## src/rtl/mic_level_meter.sv

```systemverilog
// Windowed microphone level meter: reduces the sample stream to a peak or mean
// excess over BASELINE per window, quantises it and tracks a held/decaying peak level.
module mic_level_meter #(
  parameter int SAMPLE_W     = 12,
  parameter int WINDOW_LOG2  = 10,
  parameter int BASELINE     = 2048,
  parameter int LVL_SHIFT    = 7,
  parameter int LEVELS       = 16,
  parameter int LVL_W        = 4,
  parameter int HOLD_WINDOWS = 2
) (
  input  logic                basys_clk,
  input  logic                rst_n,
  input  logic                sample_en,
  input  logic [SAMPLE_W-1:0] mic_in,
  input  logic                mode,
  output logic [SAMPLE_W-1:0] window_value,
  output logic [LVL_W-1:0]    raw_level,
  output logic [LVL_W-1:0]    peak_level,
  output logic                level_valid,
  output logic                overrun
);

  localparam int SUM_W  = SAMPLE_W + WINDOW_LOG2;
  localparam int HOLD_W = (HOLD_WINDOWS < 1) ? 1 : $clog2(HOLD_WINDOWS + 1);

  typedef enum logic [1:0] {
    ACCUM,
    MAP,
    HOLD
  } state_t;

  state_t                 state;
  state_t                 state_next;
  logic [WINDOW_LOG2-1:0] count;
  logic [SAMPLE_W-1:0]    max_acc;
  logic [SUM_W-1:0]       sum_acc;
  logic [HOLD_W-1:0]      hold_cnt;
  logic                   mode_r;
  logic [SAMPLE_W-1:0]    excess;
  logic [SAMPLE_W-1:0]    value;
  logic [SAMPLE_W-1:0]    shifted;
  logic [LVL_W-1:0]       level;
  logic                   last_sample;

  assign excess      = (mic_in > SAMPLE_W'(BASELINE)) ? mic_in - SAMPLE_W'(BASELINE) : '0;
  // Mean is the sum divided by the power-of-two window, i.e. its upper bits.
  assign value       = mode_r ? sum_acc[SUM_W-1:WINDOW_LOG2] : max_acc;
  assign shifted     = value >> LVL_SHIFT;
  assign level       = (shifted > SAMPLE_W'(LEVELS - 1)) ? LVL_W'(LEVELS - 1) : shifted[LVL_W-1:0];
  assign last_sample = sample_en && (count == {WINDOW_LOG2{1'b1}});

  always_ff @(posedge basys_clk) begin
    if (!rst_n) begin
      state <= ACCUM;
    end else begin
      state <= state_next;
    end
  end

  always_comb begin
    state_next  = state;
    level_valid = 1'b0;
    case (state)
      ACCUM: begin
        if (last_sample) begin
          state_next = MAP;
        end
      end
      MAP: begin
        state_next = HOLD;
      end
      HOLD: begin
        level_valid = 1'b1;
        state_next  = ACCUM;
      end
      default: begin
        state_next = ACCUM;
      end
    endcase
  end

  always_ff @(posedge basys_clk) begin
    if (!rst_n) begin
      count        <= '0;
      max_acc      <= '0;
      sum_acc      <= '0;
      hold_cnt     <= '0;
      mode_r       <= mode;
      window_value <= '0;
      raw_level    <= '0;
      peak_level   <= '0;
      overrun      <= 1'b0;
    end else begin
      // Strobes arriving while the window result is being mapped are lost.
      if (sample_en && (state != ACCUM)) begin
        overrun <= 1'b1;
      end
      case (state)
        ACCUM: begin
          if (sample_en) begin
            count <= count + 1'b1;
            if (mode_r) begin
              sum_acc <= sum_acc + SUM_W'(excess);
            end else if (excess > max_acc) begin
              max_acc <= excess;
            end
          end
        end
        MAP: begin
          window_value <= value;
          raw_level    <= level;
        end
        HOLD: begin
          if (raw_level >= peak_level) begin
            peak_level <= raw_level;
            hold_cnt   <= HOLD_W'(HOLD_WINDOWS);
          end else if (hold_cnt != '0) begin
            hold_cnt <= hold_cnt - 1'b1;
          end else if (peak_level != '0) begin
            peak_level <= peak_level - 1'b1;
          end
          count   <= '0;
          max_acc <= '0;
          sum_acc <= '0;
          mode_r  <= mode;
        end
        default: begin
        end
      endcase
    end
  end

endmodule

```

## config.mk

```make
export PLATFORM = sky130hd
export DESIGN_NAME = mic_level_meter
export DESIGN_NICKNAME = d
export VERILOG_FILES = /design/src/rtl/mic_level_meter.sv
export SDC_FILE = /design/constraint.sdc
export NUM_CORES = 1
export LEC_CHECK = 0
export BUFFER_PORTS_ARGS = -buffer_cell sky130_fd_sc_hd__buf_2
export CAP_MARGIN = 10
export CORE_UTILIZATION = 30
export DETAILED_ROUTE_END_ITERATION = 8
export SLEW_MARGIN = 20
export SYNTH_ARGS = -nofsm -noshare
export SYNTH_HDL_FRONTEND = slang
export SYNTH_SLANG_ARGS = --single-unit
export TNS_END_PERCENT = 50
```

## constraint.sdc

```tcl
create_clock -name basys_clk -period 3.3 [get_ports basys_clk]
set_clock_uncertainty 0.1 [all_clocks]
set_input_delay 0.495 -clock basys_clk [delete_from_list [all_inputs] [get_ports basys_clk]]
set_output_delay 0.495 -clock basys_clk [all_outputs]
set_load 0.01 [all_outputs]
```

==> results of run 1 <==
==> final cells by class <==
class	count	share of cell area, %
multi-input combinational	395	53.9
sequential	70	28.3
inverter	31	2.33
clock inverter	3	0.903
tap	180	4.52
timing repair buffer	46	5.07
clock buffer	12	4.94
==> per-layer routing <==
metal  wire [µm]  vias to the layer above  global-route usage [%]
met3         453                       19                    2.93
met2        5560                       82                    27.9
li1            -                     1947                       -
met4         282                        0                    6.86
met1        5070                     1847                    19.5
met5           0                        -                       0
==> kinds of logic after synthesis <==
kind of cell	Yosys count	synth area share [%]
AO/OA/AOI/OAI	135	21.7
other	1	0.0861
AND/OR/NAND/NOR	183	21.2
buffers and inverters	59	6.09
adder cells (fa/ha/maj)	27	7.64
multiplexers	36	8.44
flip-flops	70	32.4
XOR/XNOR	12	2.41
==> placed cells by master, fill, tap and decap left out, types with 11 or more instances in the layout <==
cell type	n
a211oi_1	13
a21oi_1	38
and2_1	16
buf_2	37
dfxtp_1	69
ha_1	25
inv_1	30
mux2i_1	33
nand2_1	62
nand3_1	20
nor2_1	28
o21ai_0	25
or3_1	11
==> power by group through the flow <==
| stage | sequential (mW) | clock [mW] | combinational [mW] |
|---|---|---|---|
| finish | 0.876 | 0.967 | 0.220 |
| detailed placement | 0.895 | 0 | 0.218 |
| floorplan | 0.889 | 0 | 0.167 |
| global placement | 0.894 | 0 | 0.212 |
| CTS | 0.876 | 0.986 | 0.219 |
| global route | 0.878 | 1.02 | 0.245 |
==> stage by stage <==
stage                     hold WS, ps  total power, mW  util [%]
after floorplan                   340             1.06         -
after global placement            341             1.11      33.4
after detailed placement          347             1.11      33.4
after CTS                         258             2.08      35.5
after global routing              254             2.15      35.5
final                             259             2.06      35.5
==> worst max-delay path: stages <==
cell,delay (ps)
buf_2,260
and2_1,230
ha_1,240
ha_1,270
nor2_1,60
o41ai_1,510
a311o_2,330
a31oi_4,140
or4_1,490
a21oi_1,150
==> registers in the layout (all words and copies together) (netlist names) <==
| register | cells |
|---|---|
| count | 10 |
| hold_cnt | 2 |
| max_acc | 12 |
| mode_r | 1 |
| overrun | 1 |
| peak_level | 4 |
| raw_level | 4 |
| state | 2 |
| sum_acc | 22 |
| window_value | 12 |
==> worst min path at each step <==
stage	startpoint	to	slack, ps	depth (start not counted)
finish	mode	mode_r	260	1
global route	mode	mode_r	250	1
CTS	mode	mode_r	260	1
detailed placement	overrun	overrun	350	2
global placement	overrun	overrun	340	2
floorplan	hold_cnt[1]	hold_cnt[1]	340	1
==> impl_metrics.tcl, run 1 <==
set metrics [dict create \
    yosysSeqAreaShare_pct 32.4 \
    drtPass1Iterations 4 \
    synthesis.area_um2 4360 \
    hp-class "in2reg" \
    avgViaCountPerCell 5.28 \
    r2r-start "sum_acc[1]" \
    p_sw_mw 0.515 \
    grt_pass1_wl_um 18800 \
    r2r_cells 8 \
    cp_max_fo 18 \
    cp-start-kind "input pin" \
    synth_top_cell_by_area "dfxtp_1" \
    finalInstanceArea_um2 4990 \
    yosys_warnings 0 \
    crit_required_ps 3460 \
    ctsResizeCount 0 \
    routedWlPerCell_um 15.4 \
    p_leak_nw 1.91 \
    final_cells 737 \
    insertion_delay_ps 330 \
    fillCellCount 1412 \
    cts_buffers 9 \
    slew_viol_final 0 \
    start_util_pct 31.0 \
    track_usage_pct 16.2 \
    postCtsSetupRepairBufs 0 \
    multi_input_area_um2 2690 \
    post_dp_cell_area_um2 4700 \
    syn_avg_cell_area_um2 8.33 \
    fmax_mhz 328 \
    yosysUniqueCellTypes 67 \
    yosysMostFrequentCell "dfxtp_1" \
    pwr-share-clk_pct 46.9 \
    worstSetupPathType "in2reg" \
    status "finished clean" \
    drc_errors 0 \
    die_y_um 123 \
    die_w_um 123 \
    seq_power_share_pct 42.5 \
    critPathArrivalTime_ps 3200 \
    cts_max_path_buffers 2 \
    finalHoldViolations 0 \
    finalCriticalPeriod_ps 3040 \
    grt_pass1_vias 3793 \
    hold_buffers 0 \
    grt_max_degree 38 \
    vias 3895 \
    portBuffers 37 \
    synth-edff-count 1 \
    wl_um 11400 \
    finalWorstSetupSlack_ps 256 \
    ys.flop_type "dfxtp_1" \
    layout.nets 594 \
    rows 43 \
    swShare_pct 25.0 \
    drt_iter0_drc 238 \
    syn_inst 523 \
    worst_pin_slew_ps 1070 \
    synth-seq-cells 70 \
    yosys-top-cells-area "dfxtp_1 32%, mux2i_1 7.6%, ha_1 7.2%" \
    gp_congestion 0.847 \
    pre_cts_slack_ps -47.6 \
    crit_end "sum_acc[20]" \
    synthTopCellsByCount "69 x dfxtp_1, 62 x nand2_1, 38 x a21oi_1, 33 x mux2i_1, 30 x inv_1" \
    tns_ps 0 \
    antenna_cells 0 \
    antenna_found_initial 0 \
    cts_max_level 3 \
    core_um2 14000 \
    power_frac_comb_pct 10.7 \
    drive_gt1_share_pct 14.5 \
    dp.cells 722 \
    rsz0062_at_grt "no" \
    timing.final.crit_share_pct 92.3 \
    synth_top_area_share_pct 31.7 \
    internal_power_mw 1.55 \
    async_flop_share_pct 0 \
    power_density_nw_per_um2 414 \
    pin_count 38 \
    overflow 0 \
    maxCapViolCount 0 \
    r2r_slack_ps 550 \
    cts_tree "built" \
    cts-root-buf "clkbuf_16" \
    syn2layout_area_growth_pct 14.4 \
    cp-startpoint "mic_in[11]" \
    setup-violations-final 0 \
    cp-end-kind "flip-flop" \
    ant_nets 0 \
    ir_drop_v 0.000247 \
    dieArea_um2 15000 \
    slew_headroom_pct 28.2 \
    cts_num_sinks 70 \
    rr_endpoint "sum_acc[20]" \
    regArea_um2 1410 \
    clkSlewWorstSetupHoldPaths_ps 60 \
    dpl.hpwl_um 8570 \
]
Power figures use the tool's default switching activity.
==> run 2: changes to the inputs <==
--- a/config.mk
+++ b/config.mk
@@ -9,6 +9,7 @@
 export CAP_MARGIN = 10
 export CORE_UTILIZATION = 30
 export DETAILED_ROUTE_END_ITERATION = 8
+export RECOVER_POWER = 100
 export SLEW_MARGIN = 20
 export SYNTH_ARGS = -nofsm -noshare
 export SYNTH_HDL_FRONTEND = slang
==> constraint.sdc (replaced) <==
create_clock -name basys_clk -period 3.67 [get_ports basys_clk]
set_clock_uncertainty 0.1 [all_clocks]
set_input_delay 0.5505 -clock basys_clk [delete_from_list [all_inputs] [get_ports basys_clk]]
set_output_delay 0.5505 -clock basys_clk [all_outputs]
set_load 0.01 [all_outputs]
==> impl_metrics.tcl, run 2 (synthesis gave the netlist of run 1 again) <==
set metrics [dict create \
    finalCriticalPeriod_ps 3190 \
    syn2layout_area_growth_pct 13.3 \
    grt_pass1_wl_um 18600 \
    antenna_found_initial 0 \
    final_cell_mix "69 x dfxtp_1, 62 x nand2_1, 39 x a21oi_1" \
    critPathArrivalTime_ps 3350 \
    crit_family "compound AO/OA/AOI/OAI gates" \
    ir_drop_v 0.000200 \
    overflow 0 \
    cp_slowest_stage_delay_ps 510 \
    cp-end-kind "flip-flop" \
    insertion_delay_ps 340 \
    setup-violations-final 0 \
    antenna_cells 0 \
    clkSlewWorstSetupHoldPaths_ps 60 \
    crit_slowest_cell "o41ai_1" \
    fmax_mhz 314 \
    status "finished clean" \
    cts_max_level 3 \
    cts_buffers 9 \
    rows 43 \
    timing.final.crit_share_pct 86.8 \
    pre_cts_slack_ps 203 \
    drive_gt1_share_pct 9.87 \
    ctsResizeCount 0 \
    slew_viol_final 0 \
    worst_pin_slew_ps 1160 \
    dpl.hpwl_um 8460 \
    portBuffers 37 \
    finalWorstSetupSlack_ps 485 \
    p_leak_nw 1.81 \
    routedWlPerCell_um 15.3 \
    maxCapViolCount 0 \
    gp_congestion 0.828 \
    drc_errors 0 \
    cts_max_path_buffers 2 \
    power_density_nw_per_um2 382 \
    fin_util_pct 35.2 \
    cts-root-buf "clkbuf_16" \
    die_y_um 123 \
    largestRegisters "sum_acc (22), max_acc (12), window_value (12)" \
    pin_count 38 \
    cp_num_buf_inv 1 \
    worstSetupPathType "in2reg" \
    layout_commonest_cell "dfxtp_1" \
    wl_um 11300 \
    cp_cell_sequence "buf_2 > and2_0 > ha_1 > ha_1 > nor2_1 > o41ai_1 > a311o_2 > a31oi_4 > or4_1 > a21oi_1" \
    hold_ws_ps 303 \
    fin_total_pwr_mw 1.89 \
    finalHoldViolations 0 \
    drt_iter0_drc 210 \
    die_w_um 123 \
    ant_nets 0 \
    track_usage_pct 15.9 \
    regMostFlops "sum_acc" \
    cp_max_fo 26 \
    avgViaCountPerCell 5.30 \
    cp-start-kind "input pin" \
    layout.nets 593 \
    grt_max_degree 38 \
    drtPass1Iterations 4 \
    start_util_pct 31.0 \
    cts_num_sinks 70 \
    slew_headroom_pct 22.9 \
    crit_path_frequent_cell "ha_1" \
    hp-class "in2reg" \
    vias 3905 \
    tns_ps 0 \
    cts_tree "built" \
    core_um2 14000 \
    grt_pass1_vias 3813 \
    rsz0062_at_grt "no" \
    hold_buffers 0 \
    largest_reg_flops 22 \
    postCtsSetupRepairBufs 0 \
    dieArea_um2 15000 \
    crit_required_ps 3840 \
]
run 2: changes by cell type in the layout (fill, tap and decap cells not counted), moves of 2 or more:
cell and change:
inv_6 +2, buf_4 -5, clkbuf_1 +23, and2_1 -2, buf_2 -22, and2_0 +3
run 2: layout make-up:
cell class              instances  area (µm²)
clock buffers                  10         239
clock inverters                 6        68.8
fillers                      1448        9100
inverters                      31         116
multi-input cells             395        2670
flip-flops and latches         70        1410
well taps                     180         225
repair buffers                 45         204
run 2: path summary, 6_finish.rpt:
path / startpoint / to / slack [ps] / cells after the start
worst max-delay path: mic_in[11] / sum_acc[18] / 480 / 10
worst min-delay path: mode / mode_r / 300 / 1
worst max register to register: sum_acc[1] / sum_acc[18] / 960 / 8
worst min register to register: overrun / overrun / 350 / 2
run 2: metrics by stage:
| step | instances | area (µm²) |
|---|---|---|
| final | 737 | 4940 |
| after global routing | 737 | 4940 |
| after CTS | 737 | 5000 |
| after detailed placement | 721 | 4690 |
| after global placement | 721 | 4690 |
| after floorplan | 524 | 4360 |
run 2: power breakdown:
| part | switching (mW) | leakage, nW | internal (mW) |
|---|---|---|---|
| Clock | 0.356 | 0.149 | 0.549 |
| Combinational | 0.119 | 1.09 | 0.0723 |
| Sequential | 0.0134 | 0.567 | 0.775 |
| Total | 0.489 | 1.81 | 1.40 |
run 2: routing by layer:
layer,GRT usage [%],up-vias,part of all wire [%]
met5,0,-,0
li1,-,1942,-
met3,3.16,21,4.1
met2,27.3,81,49
met1,19.2,1861,45
met4,6.94,0,2.4
==> run 3: changes to the inputs <==
--- a/config.mk
+++ b/config.mk
@@ -5,6 +5,7 @@
 export SDC_FILE = /design/constraint.sdc
 export NUM_CORES = 1
 export LEC_CHECK = 0
+export ABC_AREA = 1
 export BUFFER_PORTS_ARGS = -buffer_cell sky130_fd_sc_hd__buf_2
 export CAP_MARGIN = 10
 export CORE_UTILIZATION = 30
==> impl_metrics.tcl, run 3 <==
set metrics [dict create \
    status "finished clean" \
    finalHoldViolations 0 \
    largestRegisters "sum_acc (22), max_acc (12), window_value (12)" \
    cts_max_path_buffers 2 \
    regMostFlops "sum_acc" \
    syn_inst 671 \
    vias 4363 \
    overflow 0 \
    cts_max_level 3 \
    ant_nets 0 \
    pin_count 38 \
    synthTopCellsByCount "167 x nand2_1, 91 x inv_1, 79 x nor2_1, 69 x dfxtp_1, 63 x a21oi_1" \
    yosysSeqAreaShare_pct 32.4 \
    cts_num_sinks 70 \
    portBuffers 37 \
    yosysUniqueCellTypes 45 \
    critPathArrivalTime_ps 3260 \
    hold_ws_ps 287 \
    finalCriticalPeriod_ps 3070 \
    fillCellCount 1538 \
    syn_avg_cell_area_um2 6.50 \
    muxShareOfSynthArea_pct 0 \
    postCtsSetupRepairBufs 0 \
    final_cells 894 \
    grt_pass1_vias 4044 \
    drive_gt1_share_pct 6.44 \
    gp_congestion 0.846 \
    yosys_warnings 0 \
    hold_buffers 0 \
    layout.nets 750 \
    maxCapViolCount 0 \
    cp-end-kind "flip-flop" \
    drc_errors 0 \
    rows 43 \
    synthesis.area_um2 4360 \
    yosysMostFrequentCell "nand2_1" \
    layout_commonest_cell "nand2_1" \
    worstSetupPathType "in2reg" \
    slew_headroom_pct 10.7 \
    final_cell_mix "169 x nand2_1, 92 x inv_1, 80 x nor2_1" \
    die_w_um 123 \
    core_um2 14000 \
    insertion_delay_ps 340 \
    multi_input_area_um2 2510 \
    wl_met2_um 5560 \
    track_usage_pct 17.3 \
    crit_required_ps 3860 \
    clkSlewWorstSetupHoldPaths_ps 60 \
    hp-class "in2reg" \
    setup-violations-final 0 \
    cts-root-buf "clkbuf_16" \
    avgViaCountPerCell 4.88 \
    cp-start-kind "input pin" \
    synthXorXnorAreaFrac_pct 0.803 \
    grt_max_degree 26 \
    synth-seq-cells 70 \
    slew_viol_final 0 \
    p_leak_nw 2.28 \
    met3_length_um 469 \
    drt_iter0_drc 320 \
    ys.flop_type "dfxtp_1" \
    yosys-top-cells-area "dfxtp_1 32%, nand2_1 14%, inv_1 7.8%" \
    regArea_um2 1410 \
    yosys.area_share.simple_pct 34.0 \
    start_util_pct 31.1 \
    synth_fa_ha_area_share_pct 7.17 \
    synth-compound-area-share_pct 15.5 \
    dieArea_um2 15000 \
    wl_um 12100 \
    antenna_cells 0 \
    drtPass1Iterations 5 \
    ctsResizeCount 0 \
    synth_top_area_share_pct 31.7 \
    cts_buffers 9 \
    synth_top_family_by_area "simple AND/OR/NAND/NOR gates" \
    worst_pin_slew_ps 1340 \
    top_layer "met4" \
    grt_pass1_wl_um 19800 \
    ir_drop_v 0.000230 \
    async_flop_share_pct 0 \
    routedWlPerCell_um 13.5 \
    wl_met1_um 5820 \
    synth_top_cell_by_area "dfxtp_1" \
    tns_ps 0 \
    synth-edff-count 1 \
    dp.cells 878 \
    timing.final.crit_share_pct 83.7 \
    die_y_um 123 \
    dpl.hpwl_um 9120 \
    fmax_mhz 326 \
    finalWorstSetupSlack_ps 600 \
    pre_cts_slack_ps 491 \
    power_density_nw_per_um2 373 \
    rsz0062_at_grt "no" \
    syn2layout_area_growth_pct 14.3 \
    cts_tree "built" \
    cp_max_fo 14 \
    antenna_found_initial 0 \
    largest_reg_flops 22 \
]
[run 3: worst max-delay path, cell delays in order]
cell and delay, ps:
buf_2 120, or2_1 220, nor2_1 110, nand2_1 270
nand2_1 280, inv_1 120, nand2_1 80, inv_1 80
ha_1 280, nand3_1 80, nor2_1 140, nand2_1 110
nor2_4 130, nand2_1 80, nand3_2 140, nand2_4 130
inv_2 140, nand3_1 120, nand2_1 90
[run 3: layer usage]
metal	GRT usage [%]	vias to the layer above
li1	-	2264
met1	21.9	2004
met2	28.8	75
met3	4.23	20
met4	5.18	0
met5	0	-
[run 3: layout make-up]
class                           count  share of cell area (%)
Clock buffer                       12                    5.37
Clock inverter                      4                   0.577
Inverter                           96                    7.23
Multi-Input combinational cell    490                    50.3
Sequential cell                    70                    28.3
Tap cell                          180                    4.52
Timing Repair Buffer               42                    3.74
[run 3: per-stage QoR]
stage               total power, mW  util [%]  instance area [µm²]
floorplan                     0.958         -                 4370
global placement               1.02      33.7                 4730
detailed placement             1.02      33.7                 4730
CTS                            1.89      35.8                 5030
global route                   1.95      35.5                 4990
finish                         1.86      35.5                 4990
[run 3: report_power, final]
part	switching, mW	internal [mW]
registers	0.0160	0.779
logic	0.139	0.0672
clock network	0.341	0.517
[run 3: logic make-up after synthesis]
kind of cell,count (synthesis)
buffers and inverters,112
other,1
AOI/OAI and AO/OA,120
DFF,70
xor gates and xnor gates,4
and+or+nand+nor,339
adders and majority gates,25
[run 3: final timing paths]
| kind | start | endpoint | slack, ps | cells after the start |
|---|---|---|---|---|
| worst max-delay path | mic_in[1] | max_acc[0] | 600 | 19 |
| worst min-delay path | mode | mode_r | 290 | 1 |
| worst max register to register | mode_r | sum_acc[21] | 990 | 13 |
| worst min register to register | overrun | overrun | 350 | 2 |
